<file path="src/rtl/vector_ram_if.sv">
// vector_ram_if
// Request/response bundle between an SpMV kernel (master) and the dense
// vector storage (slave). A request beat carries PARALLELISM independent lane
// addresses plus write data. A read beat returns one PARALLELISM-wide
// response through valid/ready.
//   valid/ready/write : request beat handshake and direction (1 = write)
//   addr[]/wdata[]    : per-lane entry index and write data
//   rdata[]/rvalid    : per-lane read data of the oldest pending response
//   rready            : master consumes the response beat
`timescale 1ns/1ps
interface vector_ram_if #(
  parameter int LENGTH      = 1024,
  parameter int DATA_WIDTH  = 32,
  parameter int PARALLELISM = 4,
  parameter int ADDR_WIDTH  = $clog2(LENGTH)
);
  logic                  valid;
  logic                  ready;
  logic                  write;
  logic [ADDR_WIDTH-1:0] addr  [PARALLELISM];
  logic [DATA_WIDTH-1:0] wdata [PARALLELISM];
  logic [DATA_WIDTH-1:0] rdata [PARALLELISM];
  logic                  rvalid;
  logic                  rready;

  modport master (
    output valid, write, addr, wdata, rready,
    input  ready, rdata, rvalid
  );

  modport slave (
    input  valid, write, addr, wdata, rready,
    output ready, rdata, rvalid
  );
endinterface

</file>
<file path="src/rtl/vector_ram_responder.sv">
// vector_ram_responder
// Memory-side responder for vector_ram_if. Holds LENGTH x DATA_WIDTH vector
// entries in a flop array with PARALLELISM combinational read ports and
// PARALLELISM write ports. Read beats are answered in order through a
// 2-entry response FIFO; write beats commit at the accept edge and produce no
// response.
// Ports:
//   clk   : clock, all state on the rising edge
//   rst_n : asynchronous active-low reset (memory contents are not reset)
//   vec   : vector_ram_if slave modport (valid/ready/write/addr/wdata in,
//           rdata/rvalid out, rready in)
`timescale 1ns/1ps
module vector_ram_responder (
  input  logic        clk,
  input  logic        rst_n,
  vector_ram_if.slave vec
);

  localparam int LENGTH = vec.LENGTH;
  localparam int DW     = vec.DATA_WIDTH;
  localparam int P      = vec.PARALLELISM;
  localparam logic [31:0] LENGTH_U = 32'(LENGTH);

  // FIFO occupancy doubles as the state encoding (value == entry count).
  typedef enum logic [1:0] {
    EMPTY = 2'd0,
    ONE   = 2'd1,
    FULL  = 2'd2
  } fifo_state_e;

  fifo_state_e state_reg;
  fifo_state_e state_next;

  // Held low through reset and for the edge on which reset is released, so a
  // beat presented on the deassert edge is never accepted.
  logic ready_en_reg;

  logic [DW-1:0] mem      [LENGTH];
  logic [DW-1:0] head_reg [P];
  logic [DW-1:0] tail_reg [P];
  logic [DW-1:0] rd_lane  [P];
  logic [P-1:0]  lane_ok;

  logic ready_int;
  logic rvalid_int;
  logic accept;
  logic push;
  logic pop;
  logic wr_fire;

  // FIFO data-path steering produced by the state machine.
  logic head_from_rd;
  logic head_from_tail;
  logic tail_from_rd;

  // ready/rvalid come only from registered state, never from rready or write.
  assign ready_int  = ready_en_reg && (state_reg != FULL);
  assign rvalid_int = (state_reg != EMPTY);

  assign accept  = vec.valid && ready_int;
  assign push    = accept && !vec.write;
  assign wr_fire = accept && vec.write;
  assign pop     = rvalid_int && vec.rready;

  assign vec.ready  = ready_int;
  assign vec.rvalid = rvalid_int;

  // Per-lane read ports and range qualification. Lanes whose address falls
  // beyond LENGTH (only possible when LENGTH is not a power of two) read as
  // zero and have their writes dropped.
  generate
    for (genvar gi = 0; gi < P; gi++) begin : g_lane
      assign lane_ok[gi]   = (32'(vec.addr[gi]) < LENGTH_U);
      assign rd_lane[gi]   = lane_ok[gi] ? mem[vec.addr[gi]] : '0;
      assign vec.rdata[gi] = head_reg[gi];

      always_ff @(posedge clk or negedge rst_n) begin
        if (!rst_n) begin
          head_reg[gi] <= '0;
          tail_reg[gi] <= '0;
        end else begin
          if (head_from_rd) begin
            head_reg[gi] <= rd_lane[gi];
          end else if (head_from_tail) begin
            head_reg[gi] <= tail_reg[gi];
          end
          if (tail_from_rd) begin
            tail_reg[gi] <= rd_lane[gi];
          end
        end
      end
    end
  endgenerate

  // Storage write. Lanes are visited in increasing index order so that when
  // several lanes target the same entry the highest lane's data lands.
  always_ff @(posedge clk) begin
    if (wr_fire) begin
      for (int i = 0; i < P; i++) begin
        if (lane_ok[i]) begin
          mem[vec.addr[i]] <= vec.wdata[i];
        end
      end
    end
  end

  always_ff @(posedge clk or negedge rst_n) begin
    if (!rst_n) begin
      state_reg    <= EMPTY;
      ready_en_reg <= 1'b0;
    end else begin
      state_reg    <= state_next;
      ready_en_reg <= 1'b1;
    end
  end

  // Next state and FIFO steering. The head entry always drives rdata; the
  // tail only fills when a push arrives while the head is still waiting.
  always_comb begin
    state_next     = state_reg;
    head_from_rd   = 1'b0;
    head_from_tail = 1'b0;
    tail_from_rd   = 1'b0;
    case (state_reg)
      EMPTY: begin
        if (push) begin
          state_next   = ONE;
          head_from_rd = 1'b1;
        end
      end
      ONE: begin
        if (push && pop) begin
          head_from_rd = 1'b1;
        end else if (push) begin
          state_next   = FULL;
          tail_from_rd = 1'b1;
        end else if (pop) begin
          state_next = EMPTY;
        end
      end
      FULL: begin
        // ready is low here, so only a pop can happen.
        if (pop) begin
          state_next     = ONE;
          head_from_tail = 1'b1;
        end
      end
      default: begin
        state_next = EMPTY;
      end
    endcase
  end

endmodule

</file>
<file path="src/flat_wrapper.sv">
// flat-port wrapper written by rule: the top's interface ports become plain ports
module vector_ram_responder_flat 
  (clk, rst_n, vec_valid, vec_write, vec_addr, vec_wdata, vec_rready, vec_ready, vec_rdata, vec_rvalid);
  vector_ram_if #(.LENGTH((12)), .DATA_WIDTH((32)), .PARALLELISM((4))) vec_i ();
  input  logic clk;
  input  logic rst_n;
  input wire logic [$bits(vec_i.valid)-1:0] vec_valid;
  input wire logic [$bits(vec_i.write)-1:0] vec_write;
  input wire logic [$bits(vec_i.addr)-1:0] vec_addr;
  input wire logic [$bits(vec_i.wdata)-1:0] vec_wdata;
  input wire logic [$bits(vec_i.rready)-1:0] vec_rready;
  output wire logic [$bits(vec_i.ready)-1:0] vec_ready;
  output wire logic [$bits(vec_i.rdata)-1:0] vec_rdata;
  output wire logic [$bits(vec_i.rvalid)-1:0] vec_rvalid;
  assign vec_i.valid = vec_valid;
  assign vec_i.write = vec_write;
  assign vec_i.addr = {>>{vec_addr}};
  assign vec_i.wdata = {>>{vec_wdata}};
  assign vec_i.rready = vec_rready;
  assign vec_ready = vec_i.ready;
  assign vec_rdata = {>>{vec_i.rdata}};
  assign vec_rvalid = vec_i.rvalid;
  vector_ram_responder u_core (.clk(clk), .rst_n(rst_n), .vec(vec_i));
endmodule
</file>
<file path="config.mk">
export PLATFORM = sky130hd
export DESIGN_NAME = vector_ram_responder_flat
export DESIGN_NICKNAME = d
export VERILOG_FILES = /design/src/rtl/vector_ram_if.sv /design/src/rtl/vector_ram_responder.sv /design/src/flat_wrapper.sv
export SDC_FILE = /design/constraint.sdc
export NUM_CORES = 2
export LEC_CHECK = 0
export ABC_CLOCK_PERIOD_IN_PS = 5000
export BUFFER_PORTS_ARGS = -buffer_cell sky130_fd_sc_hd__buf_4
export CORE_ASPECT_RATIO = 2
export CORE_MARGIN = 4
export CORE_UTILIZATION = 50
export CTS_BUF_LIST = sky130_fd_sc_hd__clkbuf_4 sky130_fd_sc_hd__clkbuf_8
export DETAILED_ROUTE_END_ITERATION = 6
export PLACE_DENSITY_LB_ADDON = 0.12
export SLEW_MARGIN = 10
export SYNTH_ARGS = -nofsm -noshare
export SYNTH_HDL_FRONTEND = slang
export SYNTH_SLANG_ARGS = --single-unit
export TNS_END_PERCENT = 20
</file>
<file path="constraint.sdc">
create_clock -name clk -period 5 [get_ports clk]
set_input_delay 0.5 -clock clk [delete_from_list [all_inputs] [get_ports clk]]
set_output_delay 0.5 -clock clk [all_outputs]
set_load 0.02 [all_outputs]
</file>
==> metrics <==
share of cell area taken by muxes after synthesis a little under a fifth; most instantiated cells after synthesis sky130_fd_sc_hd__mux2i_1 (496), sky130_fd_sc_hd__nand2_1 (494), sky130_fd_sc_hd__o21ai_0 (477); combinational family with the most area after synthesis compound AO/OA/AOI/OAI gates; fraction of final layout cells with drive strength greater than 1 about a fifth; average instance area after synthesis a little under 10 um2; worst slew slack as a fraction of its limit about a tenth; number of enable flip-flop cells after synthesis roughly 380; power density normalized to cell area just under 300 nW/um2; non-filler cells in the finished layout roughly 6200; clock skew after layout 0.0982 ns; endpoint of the lowest-slack register-to-register path u_core.mem[6][30]$_DFFE_PP_; post-synthesis share of cell area spent on full adders, half adders and majority gates 0%; number of antenna violations at the first check in global routing 9; maximum clock rate 270 MHz; async set-or-reset flop fraction in the synthesized netlist between 40% and 50%; root buffer selected by CTS sky130_fd_sc_hd__clkbuf_8; launching instance or port of the critical path u_core.state_reg[1]$_DFFE_PN0P_; Inst Count DP 6033; total wirelength of the detailed-routed design 247 mm; total number of vias 48700; crit path capture u_core.mem[6][30]$_DFFE_PP_; depth of the CTS H-tree 3; XOR/XNOR Fraction of Synth Area less than 1%; total overflow reported by the global router 0; dominant register cell in the synthesized netlist sky130_fd_sc_hd__edfxtp_1; number of primary I/O pins roughly 280; maximum resistive drop on vdd 219 uV; Final Net Count ~5100; data arrival time of the critical path between 4 and 5 ns; area of the die between 100000 and 150000 um2; ranking of synthesized cells by area sky130_fd_sc_hd__edfxtp_1 (24%), sky130_fd_sc_hd__dfrtp_1 (13%), sky130_fd_sc_hd__mux2i_1 (10%); # Max-Cap Violations 0; total leakage power around 21 nW; number of library cell types mapped by synthesis 88; Std-Cell Rows 161; top cell type by total area after synthesis sky130_fd_sc_hd__edfxtp_1; net count after synthesis 5176; placed wire-length estimate after detailed placement 169 mm; share of the yosys chip area belonging to registers between 30% and 40%; worst-path maximum fanout 28; Die W between 200 and 250 um; outcome finished with violations; Synth-to-Final Area Change 9.83%; maximum buffer depth of the clock tree 3; share of the clock period used by the worst path between 70% and 80%; critical path endpoint category flop; effective utilization at floorplan slightly above 50%; number of global-route vias before repair 45900; count of state elements after synthesis 643; Worst Setup Start Kind flop; clock sink count roughly 640; violated checks design-rule violations; most common cell in the netlist sky130_fd_sc_hd__mux2i_1; TritonCTS Buffers 95; netlist area before placement roughly 48000 um2; Ys Warns 0; Core Footprint roughly 96000 um2; area fraction in compound gates after synthesis around a quarter; final setup vio count 0; clock slew at reported path FFs around 0.080 ns; maximum number of pins on one net before global-route repair around 120; clock tree from TritonCTS yes; Setup Total Neg Slack 0 ns; Avg Vias per Cell 7.84; Worst Hold Class input port to flop; Largest register FFs between 300 and 400; post-synthesis share of cell area spent on and, or, nand and nor gates between 10 and 15%; FF-to-FF setup slack roughly 1.3 ns; crit path kind flop to flop; wire per inst 39.7 um; GRT Overall Usage 46.5%; final core utilization ~55%; Post-Syn Instances between 5000 and 6000; Tmin final ~3.7 ns; CP required ~5.6 ns; buffers added on ports between 200 and 300; later-pin clock latency in the skew report 0.88 ns; global-route wire length before repair ~340 mm; measured slew at the worst slew-check pin 1.35 ns; number of remaining DRC errors 7; Pre-Repair DR Iteration Count 7; final weighted congestion in routability-driven placement roughly 1.1; final max-slew violation count 0; Critical R2R Launch u_core.state_reg[1]$_DFFE_PN0P_; Routed Antenna Nets 0; die span in y 448 um; number of endpoints with negative hold slack in the final report 0; unrepaired setup endpoints after global routing no; share of Yosys cell area claimed by the top area cell type between 20% and 30%; number of cells on the worst reg-to-reg path 5; Detailed Route Iter0 Violations between 8000 and 9000
==> worst min path at each step <==
stage | startpoint | to | slack (ns) | depth (start not counted)
finish | vec_wdata[114] | u_core.mem[9][18]$_DFFE_PP_ | 0.04 | 3
floorplan | rst_n | u_core.ready_en_reg$_DFF_PN0_ | 0.20 | 0
detailed placement | u_core.tail_reg[21]$_DFFE_PN0P_ | u_core.tail_reg[21]$_DFFE_PN0P_ | 0.47 | 2
CTS | vec_wdata[114] | u_core.mem[9][18]$_DFFE_PP_ | 0.005 | 3
global placement | u_core.tail_reg[42]$_DFFE_PN0P_ | u_core.tail_reg[42]$_DFFE_PN0P_ | 0.46 | 2
global route | vec_wdata[114] | u_core.mem[9][18]$_DFFE_PP_ | 0.05 | 3
==> where the power goes <==
group / total (mW) / switching, mW / internal, mW
registers: 6.54 / 0.363 / 6.18
logic: 3.69 / 2.32 / 1.37
clock network: 5.15 / 2.39 / 2.76
==> area by class of cell <==
class,instances,area [um2]
inverter,5,18.8
multi-input combinational,3712,27700
clock buffer,121,1580
clock inverter,51,612
antenna,8,20.0
timing repair buffer,453,3580
tap,1222,1530
sequential,643,18000
fill,8647,43000
==> logic make-up after synthesis <==
kind of cell / after synthesis
flops: 643
buf+inv: 672
other cells: 1
compound gates: 1700
simple gates: 1310
mux: 700
xor+xnor: 1
==> through the flow <==
step / total power, mW / worst slack [ns] / hold slack, ns / instance area, um2
after CTS: 15.3 / 1.63 / 0.00536 / 53000
after detailed placement: 10.2 / 1.47 / 0.470 / 50800
after global routing: 15.8 / 1.42 / 0.0514 / 53000
final: 15.4 / 1.29 / 0.0404 / 53100
after global placement: 10.1 / 1.48 / 0.461 / 50800
after floorplan: 8.66 / 1.16 / 0.204 / 48300
==> metal layers <==
layer / global-route usage [%] / part of all wire [%] / vias up
met1: 55.5 / 33 / 23600
met5: 0 / 0.025 / -
met4: 33.3 / 9.4 / 8
met3: 16.5 / 14 / 1390
met2: 69.9 / 43 / 4494
li1: - / - / 19200
==> cell usage in the layout (no fill, tap or decap), types with 14 or more instances in the layout <==
master and n:
sky130_fd_sc_hd__nand2b_1 46, sky130_fd_sc_hd__a32oi_1 64, sky130_fd_sc_hd__o21ai_0 477, sky130_fd_sc_hd__a22o_1 131, sky130_fd_sc_hd__o21a_1 37, sky130_fd_sc_hd__nand2_1 493
sky130_fd_sc_hd__dfrtp_1 259, sky130_fd_sc_hd__a22oi_1 241, sky130_fd_sc_hd__edfxtp_1 384, sky130_fd_sc_hd__nor2_1 90, sky130_fd_sc_hd__clkbuf_4 14, sky130_fd_sc_hd__nor3_1 178
sky130_fd_sc_hd__clkbuf_8 107, sky130_fd_sc_hd__mux4_2 153, sky130_fd_sc_hd__nand3_1 178, sky130_fd_sc_hd__o2bb2ai_1 14, sky130_fd_sc_hd__mux2i_1 496, sky130_fd_sc_hd__or3_1 35
sky130_fd_sc_hd__o22a_1 16, sky130_fd_sc_hd__o21ai_1 19, sky130_fd_sc_hd__o22ai_1 87, sky130_fd_sc_hd__nor2b_1 17, sky130_fd_sc_hd__a21o_1 56, sky130_fd_sc_hd__o221ai_1 101
sky130_fd_sc_hd__clkinv_2 18, sky130_fd_sc_hd__a221o_1 78, sky130_fd_sc_hd__a31oi_1 56, sky130_fd_sc_hd__buf_4 435, sky130_fd_sc_hd__a21oi_1 219, sky130_fd_sc_hd__or2_2 135
sky130_fd_sc_hd__mux2_2 51
==> critical path, stage by stage (launching register included) <==
cell and delay, ns:
sky130_fd_sc_hd__dfrtp_1 0.48, sky130_fd_sc_hd__nand2b_1 0.78, sky130_fd_sc_hd__nand2_4 0.51, sky130_fd_sc_hd__nor2_1 1.04
sky130_fd_sc_hd__buf_4 0.38, sky130_fd_sc_hd__o2bb2ai_1 0.25
==> what timing repair did <==
action | 4_1_cts | 5_1_grt
buffers inserted | 0 | 0
hold buffers | 2 | 0
hold endpoints to repair | 120 | 0
resized for setup | 0 | 0
Note: power is estimated with default switching activity, not from simulation.
